[src/rtl/wb_port_arbiter.sv]
// Register-file write-port arbiter: the pipeline write-back has priority, and
// MDU results are buffered in a FIFO and written in idle slots or when starved.
module wb_port_arbiter #(
    parameter int unsigned DATA_W   = 32,
    parameter int unsigned ADDR_W   = 5,
    parameter int unsigned DEPTH    = 4,
    parameter int unsigned MAX_WAIT = 3
) (
    input  logic                       clk,
    input  logic                       rst_n,
    input  logic                       pipe_wb_en,
    input  logic [ADDR_W-1:0]          pipe_wb_addr,
    input  logic [DATA_W-1:0]          pipe_wb_data,
    output logic                       pipe_stall,
    input  logic                       mdu_valid,
    input  logic [ADDR_W-1:0]          mdu_addr,
    input  logic [DATA_W-1:0]          mdu_data,
    output logic                       mdu_ready,
    output logic                       rf_we,
    output logic [ADDR_W-1:0]          rf_waddr,
    output logic [DATA_W-1:0]          rf_wdata,
    output logic [$clog2(DEPTH):0]     mdu_pending
);

    localparam int unsigned PTR_W  = $clog2(DEPTH);
    localparam int unsigned CNT_W  = PTR_W + 1;
    localparam int unsigned WAIT_W = $clog2(MAX_WAIT + 1);

    logic [ADDR_W-1:0] fifo_addr_q [DEPTH];
    logic [DATA_W-1:0] fifo_data_q [DEPTH];

    logic [PTR_W-1:0]  wr_ptr_q, wr_ptr_d;
    logic [PTR_W-1:0]  rd_ptr_q, rd_ptr_d;
    logic [CNT_W-1:0]  count_q, count_d;
    logic [WAIT_W-1:0] wait_cnt_q, wait_cnt_d;
    logic              rf_we_q, rf_we_d;
    logic [ADDR_W-1:0] rf_waddr_q, rf_waddr_d;
    logic [DATA_W-1:0] rf_wdata_q, rf_wdata_d;

    logic              not_empty;
    logic              starve;
    logic              push;
    logic              pop;
    logic [ADDR_W-1:0] head_addr;
    logic [DATA_W-1:0] head_data;

    // Everything that gates a push or a pop comes from registers, so a result
    // pushed into an empty FIFO can only pop on a later cycle.
    always_comb begin
        not_empty = (count_q != '0);
        starve    = not_empty && (wait_cnt_q == WAIT_W'(MAX_WAIT));
        mdu_ready = (count_q < CNT_W'(DEPTH));
        push      = mdu_valid && mdu_ready;
        pop       = starve || (!pipe_wb_en && not_empty);
        head_addr = fifo_addr_q[rd_ptr_q];
        head_data = fifo_data_q[rd_ptr_q];
    end

    always_comb begin
        wr_ptr_d   = wr_ptr_q;
        rd_ptr_d   = rd_ptr_q;
        count_d    = count_q;
        wait_cnt_d = wait_cnt_q;
        rf_we_d    = 1'b0;
        rf_waddr_d = rf_waddr_q;
        rf_wdata_d = rf_wdata_q;

        if (push) begin
            wr_ptr_d = wr_ptr_q + PTR_W'(1);
        end
        if (pop) begin
            rd_ptr_d = rd_ptr_q + PTR_W'(1);
        end

        case ({push, pop})
            2'b10:   count_d = count_q + CNT_W'(1);
            2'b01:   count_d = count_q - CNT_W'(1);
            default: count_d = count_q;
        endcase

        if (pop || !not_empty) begin
            wait_cnt_d = '0;
        end else if (wait_cnt_q != WAIT_W'(MAX_WAIT)) begin
            wait_cnt_d = wait_cnt_q + WAIT_W'(1);
        end

        // A write to r0 still consumes its slot; only the enable is dropped.
        if (pop) begin
            rf_we_d    = (head_addr != '0);
            rf_waddr_d = head_addr;
            rf_wdata_d = head_data;
        end else if (pipe_wb_en) begin
            rf_we_d    = (pipe_wb_addr != '0);
            rf_waddr_d = pipe_wb_addr;
            rf_wdata_d = pipe_wb_data;
        end
    end

    always_ff @(posedge clk or negedge rst_n) begin
        if (!rst_n) begin
            wr_ptr_q   <= '0;
            rd_ptr_q   <= '0;
            count_q    <= '0;
            wait_cnt_q <= '0;
            rf_we_q    <= 1'b0;
            rf_waddr_q <= '0;
            rf_wdata_q <= '0;
        end else begin
            wr_ptr_q   <= wr_ptr_d;
            rd_ptr_q   <= rd_ptr_d;
            count_q    <= count_d;
            wait_cnt_q <= wait_cnt_d;
            rf_we_q    <= rf_we_d;
            rf_waddr_q <= rf_waddr_d;
            rf_wdata_q <= rf_wdata_d;
        end
    end

    always_ff @(posedge clk) begin
        if (push) begin
            fifo_addr_q[wr_ptr_q] <= mdu_addr;
            fifo_data_q[wr_ptr_q] <= mdu_data;
        end
    end

    assign pipe_stall  = starve;
    assign rf_we       = rf_we_q;
    assign rf_waddr    = rf_waddr_q;
    assign rf_wdata    = rf_wdata_q;
    assign mdu_pending = count_q;

endmodule

[config.mk]
export PLATFORM = sky130hd
export DESIGN_NAME = wb_port_arbiter
export DESIGN_NICKNAME = d
export VERILOG_FILES = /design/src/rtl/wb_port_arbiter.sv
export SDC_FILE = /design/constraint.sdc
export NUM_CORES = 1
export LEC_CHECK = 0
export CORE_MARGIN = 2
export CORE_UTILIZATION = 40
export DETAILED_ROUTE_END_ITERATION = 8
export PLACE_DENSITY = 0.6
export SYNTH_ARGS = -nofsm -noshare
export SYNTH_HDL_FRONTEND = slang
export SYNTH_SLANG_ARGS = --single-unit
export TNS_END_PERCENT = 10
[constraint.sdc]
create_clock -name clk -period 2.4 [get_ports clk]
set_input_delay 0.24 -clock clk [delete_from_list [all_inputs] [get_ports clk]]
set_output_delay 0.24 -clock clk [all_outputs]
set_load 0.02 [all_outputs]
# Word-level counts from Yosys, hierarchy flattened
# Memory sizes are Yosys's and may differ from the RTL's.
# Index checks and enable logic that the tools add are counted.
[totals] wordCells=43 latchBits=0 inputBits=78 mem_bits_ro=0 out_inout_bits=43 mem_count=2 regBits=47 ramBits=148
[memory_table] name="fifo_data_q" depth=4 word_bits=32 read_ports=1 rd_ports_with_merged_regs=0 wr=1 line_no="30" rtl="logic [DATA_W-1:0] fifo_data_q [DEPTH];"
[memory_table] name="fifo_addr_q" depth=4 word_bits=5 read_ports=1 rd_ports_with_merged_regs=0 wr=1 line_no="29" rtl="logic [ADDR_W-1:0] fifo_addr_q [DEPTH];"
[classes] addsub=5 bitwise_logic=0 n_mul=0 shift=0 reduce_logical=13 n_mux=11 n_eq_ne=4 div=0 order_cmp=1
[ops] operator="$mux W32" count=2
[ops] operator="$mux W5" count=2
[ops] operator="$reduce_bool A5 Y1" count=2
[ops] operator="$add A2 B1 Y2 const B" count=3
[ops] operator="$pmux W3 S2" count=1
[ops] operator="$reduce_bool A2 Y1" count=3
[ops] operator="$eq A2 B2 Y1 const B" count=2
[ops] operator="$mux W1" count=4
[ops] operator="$mux W2" count=2
[ops] operator="$add A3 B1 Y3 const B" count=1
[ops] operator="$logic_and A1 B1 Y1" count=3
[ops] operator="$lt A3 B3 Y1 const B" count=1
[ops] operator="$reduce_bool A3 Y1" count=1
[ops] operator="$sub A3 B1 Y3 const B" count=1
[ops] operator="$eq A2 B1 Y1 const B" count=1
[ops] operator="$logic_not A1 Y1" count=2
[ops] operator="$logic_or A1 B1 Y1" count=2
[ops] operator="$ne A2 B2 Y1 const B" count=1

# Longest topological paths before layout
[logic_depth] ltp_word=5 ltp_mapped=10 depth_no_buf=9

# Worst setup path before layout
# OpenSTA, ideal clock, no wires.
[synth_timing] path_type="flip-flop to flip-flop" start="register count_q[2] (netlist: mdu_pending[2])" end="memory fifo_addr_q[0][0], enable pin" t_required_ns=2.002 arrival_ns=1.769 path_stages_with_launch=4 synth_period_minus_slack_ns=2.167 setup_time_ns=0.398 slack_ns=0.233 n_path_buf=1 cell_sequence="dfrtp_1 nor2b_1 clkbuf_1 and2_1"
[synth_between] elab_chain_cells=4
[synth_lines] element="start, declared" line_no="34" rtl="logic [CNT_W-1:0] count_q, count_d;"
[synth_lines] element="start signal, assigned" line_no="111" rtl="count_q <= count_d;"
[synth_lines] element="$lt A3 B3 Y1" line_no="52" rtl="mdu_ready = (count_q < CNT_W'(DEPTH));"
[synth_lines] element="$logic_and A1 B1 Y1" line_no="53" rtl="push = mdu_valid && mdu_ready;"
[synth_lines] element="$mux W1" line_no="120" rtl="if (push) begin"
[synth_lines] element="$mux W1 (implied by the code)" line_no="121" rtl="fifo_addr_q[wr_ptr_q] <= mdu_addr;"
[synth_lines] element="end, declared" line_no="29"
# No other way between the ends.

# Worst setup path in the final report
[layout_timing] start="register count_q[0] (netlist: mdu_pending[0])" end="output port pipe_stall"
[layout_between] elab_chain_cells=2
[layout_lines] element="$reduce_bool A3 Y1" line_no="50" rtl="not_empty = (count_q != '0);"
[layout_lines] element="$logic_and A1 B1 Y1" line_no="51" rtl="starve = not_empty && (wait_cnt_q == WAIT_W'(MAX_WAIT));"
[layout_lines] element="end, declared" line_no="14" rtl="output logic pipe_stall,"
# No other way between the ends.

==> run_results.csv <==
group,metric,value,unit
run_status,status,"completed",
critical_path,path_cells,"o31ai_4 > inv_1 > clkdlybuf4s50_1",
pwr,powerDensity,1170,nW/µm²
critical_path,cp-end-kind,"output port",
place,portBuffers,120,
global_routing,gr-usage-all-layers,16.7,%
synth,yosysWarnings,0,
die,floorplan.rows,51,
die,die-width,144,µm
pwr,report.power.total,11.9,mW
critical_path,crit_path_start_kind,"register",
synth,syn_area_per_cell,17.2,µm²
sta,fin_crit_sh,89.0,%
die,ios,121,
sta,drv_slew,0,
die,start_util,40.4,%
synth,yosysTopAreaCellShare,56.9,%
place,hpwl,10700,µm
finish,nets,667,
critical_path,cp_data_required_time,2.16,ns
synth,syn_area,7800,µm²
critical_path,worstPathBufferInverterCount,2,
routing,wire_per_inst,19.0,µm
critical_path,cp_slowest_cell,"clkdlybuf4s50_1",
sta,setup_tns,0,ns
place,post_dp_cell_area,9430,µm²
clock_tree,cts_tree,"built",
clock_tree,clock_insertion_delay_worst_skew,0.43,ns
clock_tree,cts_sinks,195,
clock_tree,cts_buffers,17,
routing,drc,0,
global_routing,grt_pass1_wl,25600,µm
synth,ys_top_cells_by_area,"edfxtp_1 (57%), dfrtp_1 (15%), mux4_2 (9.5%)",
die,die-area,20600,µm²
global_routing,grt_pass1_vias,4733,
global_routing,antenna_found_initial,0,
finish,drive_gt1_share,15.2,%
sta,max_freq,468,MHz
sta,period_minus_slack,2.14,ns
pwr,ir_drop,525,µV
worst_hold_path,hold_path_class,"in -> async",
synth,synth_top_cell_by_area,"edfxtp_1",
routing,viasPerCell,5.20,
critical_path,cp.arrival,1.90,ns
routing,drt_iter0_drc,304,
critical_path,critPathKind,"reg -> out",
critical_path,cpPeakStageDelay,0.54,ns
job,max_cap_violations,0,
clock_tree,clkTransAtPathRegs,0.07,ns
routing,antenna_left,0,
clock_tree,clockRootBuffer,"clkbuf_16",
die,core-area,19300,µm²
sta,rsz0062_at_grt,"no",
routing,vias,4469,
critical_path,path_delay_family,"buffers and inverters",
place,place_ws,0.285,ns
die,chipHeight,144,µm
global_routing,overflow,0,
sta,hold_viol_final,0,
sta,finalClockSkew,0.00814,ns
pwr,power.leakage,3.47,nW
synth,ys_seq_elements,195,
clock_tree,cts.path.max_buffers,2,
sta,setup_violations,0,
sta,max_slew_margin,58.5,%
finish,antenna_cells,0,
routing,drt_wl_total,16400,µm
sta,fin_ws,0.264,ns
clock_tree,ctsHtreeMaxLevel,4,
synth,synth_nets,538,
global_routing,grt_max_degree,77,
routing,first_pass_iters,4,
synth,syn_inst,453,
sta,worst_pin_slew,0.623,ns
synth,seq_area_frac_synth,72.0,%
finish,design_area,10100,µm²
place,gp_congestion,0.755,
synth,yosysUniqueCellTypes,30,
finish,syn_to_final_growth,29.2,%
critical_path,critPathMaxFanout,8,
registers in the layout (all words and copies together) (netlist names):
signal and cells:
fifo_data_q 128, rf_wdata 32, fifo_addr_q 20, rf_waddr 5, mdu_pending 3, rd_ptr_q 2, wait_cnt_q 2, wr_ptr_q 2
rf_we 1
where the power goes:
| part | total (mW) | switching [mW] | internal (mW) |
|---|---|---|---|
| Combinational | 4.11 | 2.12 | 1.99 |
| Sequential | 4.71 | 0.335 | 4.37 |
| Clock | 3.04 | 1.20 | 1.84 |
| Total | 11.9 | 3.65 | 8.20 |
per-stage QoR:
stage	utilization, %	cells	hold WS (ns)
finish	52.2	859	0.368
global placement	48.8	827	0.277
detailed placement	48.8	827	0.284
floorplan	-	453	-0.0556
CTS	52.1	859	0.368
global route	52.2	859	0.409
what timing repair did:
item / 4_1_cts / 5_1_grt
buffers inserted: 0 / 0
endpoints found under the setup margin: 0 / 1
hold endpoints to repair: 21 / 0
resized for setup: 0 / 1
hold buffers: 1 / 0
cells in the final DEF, fill, tap and decap left out, drive strengths merged, types with 6 or more instances in the layout:
| cell type | instances |
|---|---|
| edfxtp | 148 |
| clkdlybuf4s50 | 119 |
| dfrtp | 47 |
| nor2b | 39 |
| mux4 | 37 |
| o21ai | 35 |
| a21oi | 32 |
| a22oi | 32 |
| buf | 19 |
| clkbuf | 17 |
| inv | 8 |
| nor2 | 7 |
| ha | 6 |
| clkinv | 6 |
layer usage:
metal | track usage, % | part of all wire (%)
met1 | 21.9 | 43
met2 | 27.8 | 51
met3 | 2.83 | 3.8
met4 | 6.71 | 2.0
met5 | 0 | 0
final timing paths:
check                                     start             to  slack, ns  cells past startpoint
worst min-delay path                      rst_n   rf_wdata[17]       0.37                      2
worst max-delay path             mdu_pending[0]     pipe_stall       0.26                      3
worst max register to register      rd_ptr_q[0]    rf_waddr[4]       0.33                      5
min in group clk                pipe_wb_data[7]    rf_wdata[7]       0.44                      3
max in group asynchronous                 rst_n    rd_ptr_q[0]       1.36                      3
worst min register to register    wait_cnt_q[0]  wait_cnt_q[0]       0.46                      1
synthesized netlist by cell type:
cell type and number:
dfrtp_1 47, and2_1 5, xnor2_1 4, or4_1 2, buf_2 9, o21ai_0 30
a22oi_1 32, buf_6 1, o31ai_2 1, xor2_1 2, nor2b_1 39, nor2_1 7
o22ai_1 5, inv_1 8, a211oi_1 5, edfxtp_1 148, a21oi_1 32, ha_1 6
clkbuf_1 14, o21ai_1 5, nand2_1 4, buf_4 3, fa_1 1, buf_1 2
mux4_1 4, nor3b_1 1, nor3_1 1, mux2i_1 1, and3b_1 1, mux4_2 33
cell type report:
cell class | instances | area [µm²]
tap | 265 | 332
inverter | 8 | 30.0
timing repair buffer | 139 | 1430
clock buffer | 17 | 425
clock inverter | 14 | 213
sequential | 195 | 5620
fill | 1589 | 9250
multi-input combinational | 221 | 2030
cell families after synthesis:
family | Yosys count | share of synthesized area, %
fa+ha+maj | 7 | 1.22
buf+inv | 37 | 2.16
xor+xnor | 6 | 0.673
flops | 195 | 72.0
simple gates | 60 | 4.52
compound gates | 110 | 8.42
mux | 38 | 11.0
No activity file was read; power rests on OpenSTA's default activity.
==> edit 1: new RTL, same flow settings <==
Reset style: synchronous (`rst_n`), changed in one clocked block.
--- a/src/rtl/wb_port_arbiter.sv
+++ b/src/rtl/wb_port_arbiter.sv
@@ -96,7 +96,7 @@
         end
     end
 
-    always_ff @(posedge clk or negedge rst_n) begin
+    always_ff @(posedge clk) begin
         if (!rst_n) begin
             wr_ptr_q   <= '0;
             rd_ptr_q   <= '0;
Function: differs if rst_n is asserted again (counterexample within 4 cycles, from zero or initial values and one cycle with rst_n low); with rst_n held inactive, the same outputs for 4 cycles.
==> edit 1 against the unedited design <==
  * Die area down 3.4%
  * Area after synthesis down 3.5%
  * Wire length down 2.7%
  * Total power down 15%
  * Global-route usage about the same
  * First-iteration DRC count down 3.6%
  * Cell area down 4.6%
  * Worst setup slack worse by 0.17 ns
  * Sequential share of layout area up 0.70 points
  * Sequential cell count up 2
  * Critical path depth up 2
  * Largest cell class unchanged
  * Largest power group unchanged
==> edit 1: results (changes against the unedited design) <==
* Gpl congestion at 0.707 (-6.3%)
* DRT Wirelength at 15.9 mm (-2.7%)
* Number of buffers created by CTS at 17 (unchanged)
* Complex-gate fraction of the synthesized area at 0.0724 (-0.0118)
* Max VDD drop at 0.566 mV (+7.9%)
* Unique cell type count in the Yosys netlist at 39 (+30%)
* Largest net degree at the start of global routing at 39 (-49%)
* Clk pwr share at 0.265 (+0.009)
* Seq/Total Area, Yosys at 0.720 (about the same)
* First-pass GRT wire length at 24.6 mm (-3.9%)
* Synth area leaders: edfxtp_1, dfxtp_1, mux4_2, nand2_1, a22oi_1
* Pleak at 3.20 nW (-7.8%)
* Cell Area, Placed at 9060 µm² (-3.9%)
* Reg2Reg Capture Point: mdu_pending[2]$_SDFFE_PN0P_
* Dpl hpwl at 10.3 mm (-3.5%)
* Outcome: finished, final reports clean
* Slew headroom at 0.603 (+0.0180)
* Crit path from: mdu_pending[2]$_SDFFE_PN0P_
* Worst hold slack at 0.320 ns (-0.0479 ns)
* Hold Path Class: in2reg
* Post-synthesis xor/xnor area fraction at 0.00581 (-0.000921)
* Critical path arrival at 2.07 ns (+0.17 ns)
* Number of detailed-route iterations in the first pass at 5 (+1)
* P_int at 7.02 mW (-14%)
* Area share of fa/ha/maj cells after synthesis at 0.0126 (+0.000437)
* R2R Setup Slk at 0.23 ns (-0.10 ns)
* Clock Skews at 0.00821 ns (+0.0000640 ns)
* R2R cell count at 10 (+5)
* Overall routing resource usage at 0.167 (about the same)
* Via count at 4281 (-4.2%)
* Syn_area_per_cell at 16.7 µm² (-3.2%)
* Power Sequential at 4.50 mW (-4.5%)
* Post-route insts no fill at 828 (-3.6%)
* Layout cells sized above 1 at 0.175 (+0.0236)
* Worst-path fanout max at 7 (-1)
* DP Cell Count at 796 (-3.7%)
* First DRT Iteration DRCs at 293 (-3.6%)
* Post-synthesis net count at 537 (-0.19%)
* FF-to-FF Start: wait_cnt_q[0]$_SDFFE_PP0P_
* Setup slack at placement at 0.155 ns (-0.130 ns)
* Initial antenna violation count at 1 (+1)
* Post-synth top cells: edfxtp_1, nand2_1, dfxtp_1, mux4_2, o21ai_0
==> edit 1: cell count changes after synthesis, moves of 8 or more <==
cell and change:
nor2b_1 -37, nand2_1 +54, dfxtp_1 +49, a21oi_1 -30, a21boi_0 +8, a22oi_1 -16
dfrtp_1 -47, a31oi_1 +19, a21boi_1 +10, o21ai_0 -8
==> edit 1: cell type report <==
type / instances / area (µm²)
clock inverters: 15 / 133
repair buffers: 138 / 1380
multi-input cells: 217 / 1920
fillers: 1535 / 8960
well taps: 234 / 293
inverters: 10 / 37.5
flip-flops and latches: 197 / 5430
clock buffers: 17 / 425
==> edit 1: critical path, stage by stage (launching register included) <==
cell	delay, ns
dfxtp_2	0.34
or3_1	0.41
buf_4	0.19
nand2_1	0.09
inv_1	0.06
clkdlybuf4s50_1	0.53
==> edit 1: layer usage <==
layer  wire (µm)  track usage  part of all wire
met5          13            0           0.00082
met2        8160        0.284              0.51
met4         238       0.0653             0.015
met1        6930        0.210              0.44
met3         576       0.0346             0.036
==> edit 2: new RTL, same settings <==
Without the edit above. Change the parameter `MAX_WAIT` from 3 to 6.
--- a/src/rtl/wb_port_arbiter.sv
+++ b/src/rtl/wb_port_arbiter.sv
@@ -4,7 +4,7 @@
     parameter int unsigned DATA_W   = 32,
     parameter int unsigned ADDR_W   = 5,
     parameter int unsigned DEPTH    = 4,
-    parameter int unsigned MAX_WAIT = 3
+    parameter int unsigned MAX_WAIT = 6
 ) (
     input  logic                       clk,
     input  logic                       rst_n,
Behaviour: not the same (Yosys sat finds a counterexample within 10 cycles, from zero or initial values and one cycle with rst_n low).
==> edit 2 against the unedited design <==
  * Combinational power fell by 18%
  * Synthesized cell count fell by 6.8%
  * Cell count fell by 6.4%
  * Highest routed layer unchanged
  * Area after synthesis fell by 1.9%
  * Clock power fell by 13%
  * Wire length rose by 0.26%
  * Worst setup slack got worse by 0.12 ns
  * Sequential cell count rose by 1
  * Critical endpoint unchanged
  * First-iteration DRC count fell by 16%
  * Sequential power rose by 1%
  * Cell area fell by 2.9%
  * Critical path type unchanged
  * Largest power group unchanged
  * Total power fell by 9.0%
  * Count of clock-buffer cells in the layout rose by 2
==> edit 2: results (changes against the unedited design) <==
* Worst-path fanout max at 6 (-2)
* Overall routing resource usage at 0.173 (+0.00596)
* Vias per cell at 5.26 (+1.1%)
* Outcome: finished, final reports clean
* Via count at 4228 (-5.4%)
* Post-synthesis net count at 508 (-5.6%)
* Number of global-route vias before repair at 4591 (-3.0%)
* Largest net degree at the start of global routing at 29 (-62%)
* First DRT Iteration DRCs at 255 (-16%)
* Critical path arrival at 2.02 ns (+0.12 ns)
* Setup slack at placement at 0.326 ns (+0.0414 ns)
* Syn_area_per_cell at 18.1 µm² (+5.3%)
* First-pass GRT wire length at 25.8 mm (+0.67%)
* Worst hold slack at 0.276 ns (-0.0924 ns)
* Gpl congestion at 0.740 (-2.0%)
* DP Cell Count at 771 (-6.8%)
* Routed len/inst at 20.4 µm (+7.1%)
* Layout cells sized above 1 at 0.163 (+0.0116)
* Post-synthesis xor/xnor area fraction at 0.00801 (+0.00127)
* Nets at 643 (-3.6%)
* Dpl hpwl at 10.7 mm (+0.67%)
* Clk Latency, worst-skew pair at 0.42 ns
* Area share of fa/ha/maj cells after synthesis at 0.0141 (+0.00187)
* Post-synth ARST share at 0.245 (+0.00387)
* Fin worst setup slack at 0.142 ns (-0.122 ns)
* Max VDD drop at 0.570 mV (+8.7%)
* Synth area leaders: edfxtp_1, dfrtp_1, mux4_2, mux4_1, a221o_1
* Pleak at 3.50 nW (+0.79%)
* Sw frac at 0.300 (-0.00770)
* Post-synth top cells: edfxtp_1, dfrtp_1, nand2_1, mux4_2, nand3_1
* Unique cell type count in the Yosys netlist at 31 (+3.3%)
* Slew headroom at 0.621 (+0.0358)
* Proportion of synthesized area in mux cells at 0.114 (+0.00408)
==> edit 2: metal layers <==
metal | vias up | global-route usage | share of wire
met5 | - | 0 | 0
met4 | 0 | 0.0620 | 0.012
met3 | 16 | 0.0289 | 0.036
met2 | 101 | 0.288 | 0.51
met1 | 2169 | 0.231 | 0.44
li1 | 1942 | - | -
==> edit 2: kinds of logic (layout without fill, tap and decap cells) <==
kind of cell | after synthesis | after routing
buffers and inverters | 35 | 183
flip-flops | 196 | 196
AND/OR/NAND/NOR | 96 | 96
XOR/XNOR | 7 | 7
AO/OA/AOI/OAI | 42 | 42
adder cells (fa/ha/maj) | 8 | 8
multiplexers | 38 | 38
==> edit 2: what timing repair did <==
action                                 4_1_cts  5_1_grt
hold buffers                                 1        0
setup endpoints to repair                    0        0
endpoints found under the hold margin       11        0
==> edit 2: layout make-up <==
type | count | area [µm²]
Multi-Input combinational cell | 191 | 1890
Fill cell | 1499 | 8970
Inverter | 8 | 30.0
Clock buffer | 19 | 443
Tap cell | 234 | 293
Sequential cell | 196 | 5650
Clock inverter | 13 | 110
Timing Repair Buffer | 143 | 1380
==> edit 2: critical path: stages, from the launching register on <==
cell and delay, ns:
dfrtp_1 0.48, nor3_1 0.47, nor2_1 0.09, clkdlybuf4s50_1 0.56
==> edit 2: final timing paths <==
path | startpoint | to | cells past startpoint
min in group clk | pipe_wb_data[25] | rf_wdata[25]$_DFFE_PN0P_ | 3
hold / removal | rst_n | rf_we$_DFF_PN0_ | 2
max in group asynchronous | rst_n | rf_wdata[20]$_DFFE_PN0P_ | 3
setup / recovery | mdu_pending[0]$_DFFE_PN0P_ | pipe_stall | 3
hold reg to reg | wait_cnt_q[0]$_DFFE_PN0P_ | wait_cnt_q[0]$_DFFE_PN0P_ | 1
setup reg to reg | rd_ptr_q[0]$_DFFE_PN0N_ | rf_we$_DFF_PN0_ | 3
==> edit 2: power groups by stage <==
| stage | clock (mW) | sequential (mW) | combinational (mW) |
|---|---|---|---|
| floorplan | 0 | 5.06 | 1.80 |
| global placement | 0 | 4.81 | 3.40 |
| detailed placement | 0 | 4.84 | 3.46 |
| CTS | 2.71 | 4.78 | 3.47 |
| global route | 2.84 | 4.84 | 3.69 |
| finish | 2.64 | 4.76 | 3.38 |
